`src/rtl/stream_pkg.sv`:
```
// Shared definitions for the valid/ready byte-stream blocks: default widths and
// the sink checker state encoding.
package stream_pkg;

    localparam int unsigned STREAM_DATA_W = 8;
    localparam int unsigned STREAM_CNT_W  = 16;
    localparam int unsigned STREAM_PAT_W  = 4;

    typedef enum logic [1:0] {
        ST_IDLE   = 2'd0,
        ST_ACCEPT = 2'd1,
        ST_STALL  = 2'd2,
        ST_DONE   = 2'd3
    } sink_state_e;

    function automatic logic state_is_busy(sink_state_e s);
        return (s == ST_ACCEPT) || (s == ST_STALL);
    endfunction

endpackage

```
`src/rtl/ready_pattern_gen.sv`:
```
// Run/stall cycle counters that pace the sink's ready signal: run_len ready
// cycles followed by stall_len not-ready cycles, repeating.
module ready_pattern_gen
    import stream_pkg::*;
#(
    parameter int unsigned PAT_W = STREAM_PAT_W
) (
    input  logic             clock,
    input  logic             reset,
    input  logic [PAT_W-1:0] run_len,
    input  logic [PAT_W-1:0] stall_len,
    input  logic             enable,
    input  logic             clear,
    output logic             stall_now,
    output logic             resume_now
);

    logic [PAT_W-1:0] cnt_q, cnt_d;
    logic             stalling_q, stalling_d;
    logic             pattern_on;

    always_comb begin
        pattern_on = (run_len != '0) && (stall_len != '0);
        stall_now  = enable && pattern_on && !stalling_q && (cnt_q == run_len - PAT_W'(1));
        resume_now = enable && stalling_q && (cnt_q == stall_len - PAT_W'(1));

        cnt_d      = cnt_q;
        stalling_d = stalling_q;
        if (clear) begin
            cnt_d      = '0;
            stalling_d = 1'b0;
        end else if (enable) begin
            if (stall_now) begin
                cnt_d      = '0;
                stalling_d = 1'b1;
            end else if (resume_now) begin
                cnt_d      = '0;
                stalling_d = 1'b0;
            end else if (pattern_on) begin
                cnt_d = cnt_q + PAT_W'(1);
            end
            // With the pattern off the counter parks at zero: ready never drops.
        end
    end

    always_ff @(posedge clock) begin
        if (reset) begin
            cnt_q      <= '0;
            stalling_q <= 1'b0;
        end else begin
            cnt_q      <= cnt_d;
            stalling_q <= stalling_d;
        end
    end

endmodule

```
`config.mk`:
```
export PLATFORM = sky130hd
export DESIGN_NAME = ready_pattern_gen
export DESIGN_NICKNAME = d
export VERILOG_FILES = /design/src/rtl/stream_pkg.sv /design/src/rtl/ready_pattern_gen.sv
export SDC_FILE = /design/constraint.sdc
export NUM_CORES = 1
export LEC_CHECK = 0
export ABC_CLOCK_PERIOD_IN_PS = 1400
export CAP_MARGIN = 20
export CORE_AREA = 2 2 39 41
export DETAILED_ROUTE_END_ITERATION = 12
export DIE_AREA = 0 0 41 43
export SKIP_LAST_GASP = 1
export SYNTH_ARGS = -nofsm -noshare
export SYNTH_HDL_FRONTEND = slang
export SYNTH_SLANG_ARGS = --single-unit
```
`constraint.sdc`:
```
create_clock -name clock -period 1.4 [get_ports clock]
set_input_delay 0.14 -clock clock [delete_from_list [all_inputs] [get_ports clock]]
set_output_delay 0.14 -clock clock [all_outputs]
set_load 0.02 [all_outputs]
```
==> out/results.ini, run 1 <==
[hold_path]
hp-class=input port to register

[logic_synthesis]
synth.area.mux_share_pct=2.16
synth_compound_area_share_pct=1.89
synth_nets=67
synthArstFlopShare_pct=0
synth_warnings=0
synth_seq_area_share_pct=21.6
ys.flop_type=dfxtp_1
yosysMostFrequentCell=xnor2_1
synth_area_um2=463
ys_ff_latch=5
synth-xor-area-share_pct=28.4
synth_area_leader_cell=dfxtp_1
synth_cell_types=18
synth_common_cells=xnor2_1, dfxtp_1, ha_1, xor2_1
synth_cells=50
synth_fa_ha_area_share_pct=13.5
synthSimpleGateAreaFrac_pct=29.2
synth_edf_count=0
synth_top_area_share_pct=21.6
synth_top_family_by_area=simple AND/OR/NAND/NOR gates
avgSynthCellArea_um2=9.26
synth_area_leaders=dfxtp_1, xnor2_1, ha_1

[cells_and_area]
area_growth_pct=88.1
drive_gt1_share_pct=58.0
n_antenna_cell=0
fin_nets=99

[critical_path]
required_ns=1.26
critPathArrivalTime_ns=1.39
start_kind=input port
cp-end-kind=primary output
critPathKind=input port to primary output
worstPathMaxFanout=2

[cts]
cts_buffer_depth=2
clk_latency_ns=0.24
postCtsHoldBufs=0
htreeDepth=1
cts_sinks=5
clock-root-buffer=clkbuf_4
cts_made_buffers=3
cts_tree=yes
path_clk_slew_ns=0.04

[die]
fp.coreArea_um2=1380
rows=14
die_w_um=41
pin_count=14
die_h_um=43
start_util_pct=33.5
dieArea_um2=1760

[sta]
timing.hold.ws_ns=0.575
fin_ws_ns=-0.128
min_period_over_period_pct=109
fmax_mhz=654
layout_min_cycle_time_ns=1.53
hold_viol_final=0
final_max_slew_viol_count=0
slew_headroom_pct=81.1
setup_viol=2
setup_tns_ns=-0.194
rsz0062_at_grt=yes
worstMarginPinSlew_ns=0.281
skew_ns=0.00341

[global_routing]
grt_pass1_vias=473
grt_usage_pct=16.4
grt_max_degree=6
overflow=0
grt_pass1_wl_mm=1.89
antenna_found_initial=0

[detailed_routing]
wl_mm=1.13
vias=458
post-route-drc-count=0
drtAntennaViolNets=0
firstDrtPassIters=2
drtIter0Drc=1
post_drt_wl_per_cell_um=11.6
vias_per_cell=4.72

[placed_design]
io_buffers=13
dp_hpwl_um=888
gp_congestion=0.728

[power_and_ir_drop]
ir_worst_vdd_mv=0.406
p_leak_nw=0.391
powerDensity_nw_per_um2=546

[job]
maxCapViolations=0

[status]
violations=negative setup slack
outcome=finished, violations left

cell type report:
type | instances | area (um^2)
clock buffer | 4 | 26.3
fill | 129 | 513
inverter | 4 | 30.0
multi-input combinational | 41 | 454
sequential | 5 | 106
tap | 16 | 20.0
timing repair buffer | 27 | 234
final timing paths:
| check | startpoint | to | slack [ns] | depth (start not counted) |
|---|---|---|---|---|
| worst min-delay path | reset | stalling_q | 0.57 | 3 |
| worst max-delay path | run_len[0] | stall_now | -0.13 | 8 |
| worst max register to register | cnt_q[1] | cnt_q[1] | 0.09 | 5 |
| worst min register to register | stalling_q | stalling_q | 0.61 | 3 |
stage by stage:
stage                     worst slack (ns)  area [um^2]  power [mW]  util (%)  cells
after floorplan                    -0.0946          500       0.225         -     50
after global routing                -0.184          871       0.509      62.9     97
after detailed placement             -1.11          748       0.296      54.1     92
final                               -0.128          871       0.476      62.9     97
after CTS                           -0.280          817       0.477      59.0     97
after global placement               -1.12          748       0.294      54.1     92
where the power goes:
group          internal, mW  total (mW)  switching (mW)  leakage [nW]
Clock                 0.108       0.165          0.0575        0.0150
Combinational        0.0923       0.164          0.0719         0.333
Sequential            0.144       0.146         0.00215        0.0422
Total                 0.344       0.476           0.132         0.391
placed cells by master (no fill, tap or decap), types with 2 or more instances in the layout:
| cell | netlist | layout |
|---|---|---|
| buf_4 | 0 | 17 |
| dfxtp_2 | 0 | 2 |
| inv_2 | 0 | 2 |
| ha_4 | 0 | 2 |
| nand4_1 | 3 | 3 |
| xnor2_2 | 0 | 3 |
| ha_1 | 5 | 3 |
| or3b_4 | 0 | 2 |
| clkbuf_4 | 0 | 3 |
| nor4_2 | 0 | 3 |
| xnor2_1 | 10 | 7 |
| xor2_1 | 5 | 5 |
| dlymetal6s2s_1 | 0 | 4 |
| clkdlybuf4s50_1 | 0 | 3 |
| dfxtp_1 | 5 | 2 |
critical path, stage by stage:
cell and delay [ns]:
buf_4 0.10, inv_4 0.03, buf_4 0.12, ha_1 0.18
or3b_4 0.25, nand3_4 0.09, nor4_4 0.30, buf_4 0.19
cells by family (layout without fill, tap and decap cells):
group                      Yosys count  in the layout
adders and majority gates            5              5
buffers and inverters                4             35
xor gates and xnor gates            15             15
AOI/OAI and AO/OA                    1              1
and+or+nand+nor                     19             19
DFF                                  5              5
muxes                                1              1
flip-flops by register name, indices dropped and copies added (netlist names):
register and flops:
cnt_q 4, stalling_q 1
layer usage:
metal / vias to the layer above / track usage, % / wire, um
met5: - / 0 / 0
met4: 0 / 12.0 / 32
met3: 4 / 1.57 / 29
met2: 9 / 26.6 / 561
met1: 204 / 18.6 / 502
li1: 241 / - / -
repair_timing:
item,4_1_cts,5_1_grt
gates resized for setup,34,16
gates cloned,0,0
pin swaps,7,6
endpoints found under the setup margin,7,7
buffers inserted,1,1
Note: power is estimated with default switching activity, not from simulation.
==> inputs of run 2 (changes only) <==
--- a/config.mk
+++ b/config.mk
@@ -10,6 +10,7 @@
 export CORE_AREA = 2 2 39 41
 export DETAILED_ROUTE_END_ITERATION = 12
 export DIE_AREA = 0 0 41 43
+export PLACE_DENSITY_LB_ADDON = 0.3
 export SKIP_LAST_GASP = 1
 export SYNTH_ARGS = -nofsm -noshare
 export SYNTH_HDL_FRONTEND = slang
==> out/results.ini, run 2 (same netlist as run 1, synthesis figures left out) <==
[status]
outcome=finished, violations left
violations=negative setup slack

[power_and_ir_drop]
power_frac_seq_pct=30.6
powerDensity_nw_per_um2=542
pwr-share-clk_pct=34.5
combPwrFrac_pct=34.8
p_leak_nw=0.394
ir_worst_vdd_mv=0.340
internal_power_mw=0.349
switching_share_pct=27.6
p_sw_mw=0.133
power_mw=0.482

[critical_path]
critical-path-max-stage-delay_ns=0.38
worstPathMaxFanout=2
start_kind=register
critPathKind=register to primary output
critPathArrivalTime_ns=1.44
cp-end-kind=primary output
required_ns=1.26
path_cells=xnor2_1 -> or3_4 -> nor4_4 -> buf_4
cpMaxStageDelayCell=or3_4
ff2ff_setup_slack_ns=0.02
path_buf_inv=1
path_delay_family=simple AND/OR/NAND/NOR gates

[cells_and_area]
area_growth_pct=92.2
largest_register_ffs=4
drive_gt1_share_pct=56.6
top_regs=cnt_q: 4 flops, stalling_q: 1 flops
n_antenna_cell=0
fin_nets=101
mostFrequentLayoutCells=buf_4, xnor2_1, xor2_1
top_register=cnt_q
fin_area_um2=890
layout_commonest_cell=buf_4

[sta]
hold_viol_final=0
skew_ns=0.00145
final_max_slew_viol_count=0
setup_viol=2
slew_headroom_pct=81.1
min_period_over_period_pct=113
layout_min_cycle_time_ns=1.58
rsz0062_at_grt=yes
worstMarginPinSlew_ns=0.282
fin_ws_ns=-0.180
fmax_mhz=633

[hold_path]
hp-class=input port to register

[die]
pin_count=14
fp.coreArea_um2=1380
die_w_um=41
rows=14
die_h_um=43
start_util_pct=33.5
dieArea_um2=1760

[global_routing]
grt_pass1_wl_mm=1.87
grt_usage_pct=16.1
grt_max_degree=6
overflow=0
antenna_found_initial=0
grt_pass1_vias=470

[cts]
cts_sinks=5
cts_tree=yes
htreeDepth=1
cts_made_buffers=3
clk_latency_ns=0.24
cts_buffer_depth=2
clock-root-buffer=clkbuf_4
path_clk_slew_ns=0.04

[detailed_routing]
wl_mm=1.17
firstDrtPassIters=2
post-route-drc-count=0
drtAntennaViolNets=0
drtIter0Drc=1
post_drt_wl_per_cell_um=11.8
vias_per_cell=4.76
vias=471

[placed_design]
gp_congestion=0.766
placed_area_um2=756
io_buffers=13
dp_hpwl_um=835

[job]
maxCapViolations=0

[run 2: changes by cell type in the layout (fill, tap and decap cells not counted), sizes merged]
cell | previous run | this run
clkdlybuf4s15 | 1 | 2
buf | 18 | 20
clkbuf | 5 | 4
[run 2: path summary, 6_finish.rpt]
check             cells after the start    endpoint       start
setup / recovery                      4   stall_now    cnt_q[1]
hold reg to reg                       3  stalling_q  stalling_q
setup reg to reg                      5    cnt_q[1]    cnt_q[1]
hold / removal                        3  stalling_q       reset
[run 2: routing by layer]
metal	vias to the layer above	wire, um	global-route usage (%)
met1	214	484	17.6
li1	243	-	-
met2	10	623	26.6
met3	4	34	1.57
met5	-	0	0
met4	0	26	12.0
[run 2: worst min-delay path: stages]
cell	delay, ns
clkdlybuf4s50_1	0.47
nor2_1	0.06
o2bb2ai_2	0.11
[run 2: power groups by stage]
stage	sequential, mW	combinational [mW]	clock [mW]
final	0.148	0.168	0.167
after global routing	0.148	0.183	0.181
after CTS	0.148	0.155	0.171
after detailed placement	0.150	0.147	0
after global placement	0.150	0.146	0
after floorplan	0.151	0.0735	0
[run 2: what timing repair did]
item / CTS / global route
resized for setup: 31 / 19
endpoints found under the setup margin: 7 / 7
pin swaps: 6 / 9
hold buffers: 0 / 0
setup buffers: 2 / 1
[run 2: final cells by class]
cell class	instances	area, um^2
multi-input combinational	41	444
timing repair buffer	29	265
inverter	4	30.0
fill	123	494
tap	16	20.0
sequential	5	104
clock buffer	4	26.3
[run 2: per-stage QoR]
| step | TNS (ns) | utilization, % | hold slack [ns] | worst slack [ns] | instances |
|---|---|---|---|---|---|
| finish | -0.225 | 64.3 | 0.585 | -0.180 | 99 |
| global route | -0.487 | 64.3 | 0.616 | -0.236 | 99 |
| CTS | -0.812 | 59.0 | 0.588 | -0.300 | 99 |
| detailed placement | -5.38 | 54.6 | 0.605 | -1.13 | 93 |
| global placement | -5.25 | 54.6 | 0.588 | -1.12 | 93 |
| floorplan | -0.454 | - | 0.328 | -0.0946 | 50 |
==> inputs of run 3 (changes only) <==
--- a/config.mk
+++ b/config.mk
@@ -15,3 +15,4 @@
 export SYNTH_ARGS = -nofsm -noshare
 export SYNTH_HDL_FRONTEND = slang
 export SYNTH_SLANG_ARGS = --single-unit
+export TNS_END_PERCENT = 5
==> out/results.ini, run 3 (same netlist as run 1, synthesis figures left out) <==
[status]
outcome=finished, violations left
violations=negative setup slack

[hold_path]
hp-start=reset
hp-class=input port to register

[sta]
min_period_over_period_pct=111
layout_min_cycle_time_ns=1.55
skew_ns=0.0000546
timing.hold.ws_ns=0.593
final_max_slew_viol_count=0
worstMarginPinSlew_ns=0.281
fmax_mhz=644
setup_viol=6
hold_viol_final=0
setup_tns_ns=-0.504
fin_ws_ns=-0.153
slew_headroom_pct=81.2
rsz0062_at_grt=yes

[cells_and_area]
fill_cells=127
fin_area_um2=827
layout_commonest_cell=buf_4
top_regs=cnt_q: 4 flops, stalling_q: 1 flops
largest_register_ffs=4
top_register=cnt_q
drive_gt1_share_pct=50.6
fin_util_pct=59.8
fin_nets=101
mostFrequentLayoutCells=buf_4, xnor2_1, clkdlybuf4s50_1
multi_input_area_um2=408
area_growth_pct=78.6
n_antenna_cell=0
area.sequential_um2=104

[critical_path]
r2r_start=cnt_q[0]
worstPathMaxFanout=2
start_kind=input port
critPathArrivalTime_ns=1.41
cp-end-kind=primary output
critical_path.startpoint=stall_len[1]
required_ns=1.26
critPathKind=input port to primary output

[cts]
clk_latency_ns=0.24
cts_sinks=5
postCtsHoldBufs=0
cts_buffer_depth=2
clock-root-buffer=clkbuf_4
cts_made_buffers=3
htreeDepth=1
path_clk_slew_ns=0.04
cts_tree=yes

[global_routing]
grt_max_degree=6
grt_usage_pct=15.3
overflow=0
antenna_found_initial=0
grt_pass1_vias=453
grt_pass1_wl_mm=1.78

[die]
rows=14
pin_count=14
die_w_um=41
dieArea_um2=1760
fp.coreArea_um2=1380
start_util_pct=33.5
die_h_um=43

[placed_design]
io_buffers=13
dp_hpwl_um=835
placed_area_um2=756
gp_congestion=0.766
pre_cts_ws_ns=-1.13

[detailed_routing]
drtAntennaViolNets=0
drtIter0Drc=1
post-route-drc-count=0
vias=459
wl_mm=1.04
vias_per_cell=4.64
firstDrtPassIters=2
post_drt_wl_per_cell_um=10.5

[power_and_ir_drop]
ir_worst_vdd_mv=0.323
p_leak_nw=0.349
powerDensity_nw_per_um2=567

[job]
maxCapViolations=0

-- run 3: changes by cell type in the layout (fill, tap and decap cells not counted), moves of 2 or more --
cell             previous run  this run
nor4_2                      2         0
nor4_1                      2         4
dlymetal6s2s_1              4         0
clkdlybuf4s50_1             3         7
buf_4                      16        20
buf_6                       4         0
-- run 3: layout make-up --
cell class | count | share of cell area [%]
Timing Repair Buffer | 29 | 28.9
Multi-Input combinational cell | 41 | 49.3
Clock buffer | 4 | 3.18
Inverter | 4 | 3.63
Sequential cell | 5 | 12.6
Tap cell | 16 | 2.42
-- run 3: per-layer routing --
layer,vias up,wire length [um],GRT usage (%)
met5,-,0,0
met3,4,34,1.57
met1,201,468,17.9
li1,244,-,-
met2,10,509,23.8
met4,0,26,12.0
-- run 3: repair_timing --
action,in CTS,in global routing
gates resized for setup,26,9
pin swaps,5,2
setup buffers,2,0
endpoints found under the setup margin,7,7
cloned,0,0
-- run 3: through the flow --
stage | total power, mW | std cells
5_1_grt | 0.500 | 99
3_5_place_dp | 0.297 | 93
3_3_place_gp | 0.295 | 93
6_report | 0.469 | 99
4_1_cts | 0.469 | 99
2_1_floorplan | 0.225 | 50
-- run 3: worst paths after layout --
kind	cells after the start	endpoint	slack, ns
worst max-delay path	7	stall_now	-0.15
worst min-delay path	3	stalling_q	0.59
worst max register to register	7	cnt_q[2]	0.03
worst min register to register	3	stalling_q	0.62
-- run 3: power breakdown --
part           switching (mW)  total, mW  leakage [nW]  internal, mW
sequential            0.00154      0.147        0.0419         0.146
clock                  0.0575      0.165        0.0150         0.108
combinational          0.0647      0.156         0.292        0.0913
-- run 3: critical path, cell delays in order --
cell and delay (ns):
dlygate4sd2_1 0.23, inv_2 0.06, ha_1 0.17, or3b_4 0.24
nand3_4 0.07, nor4_4 0.31, buf_4 0.19
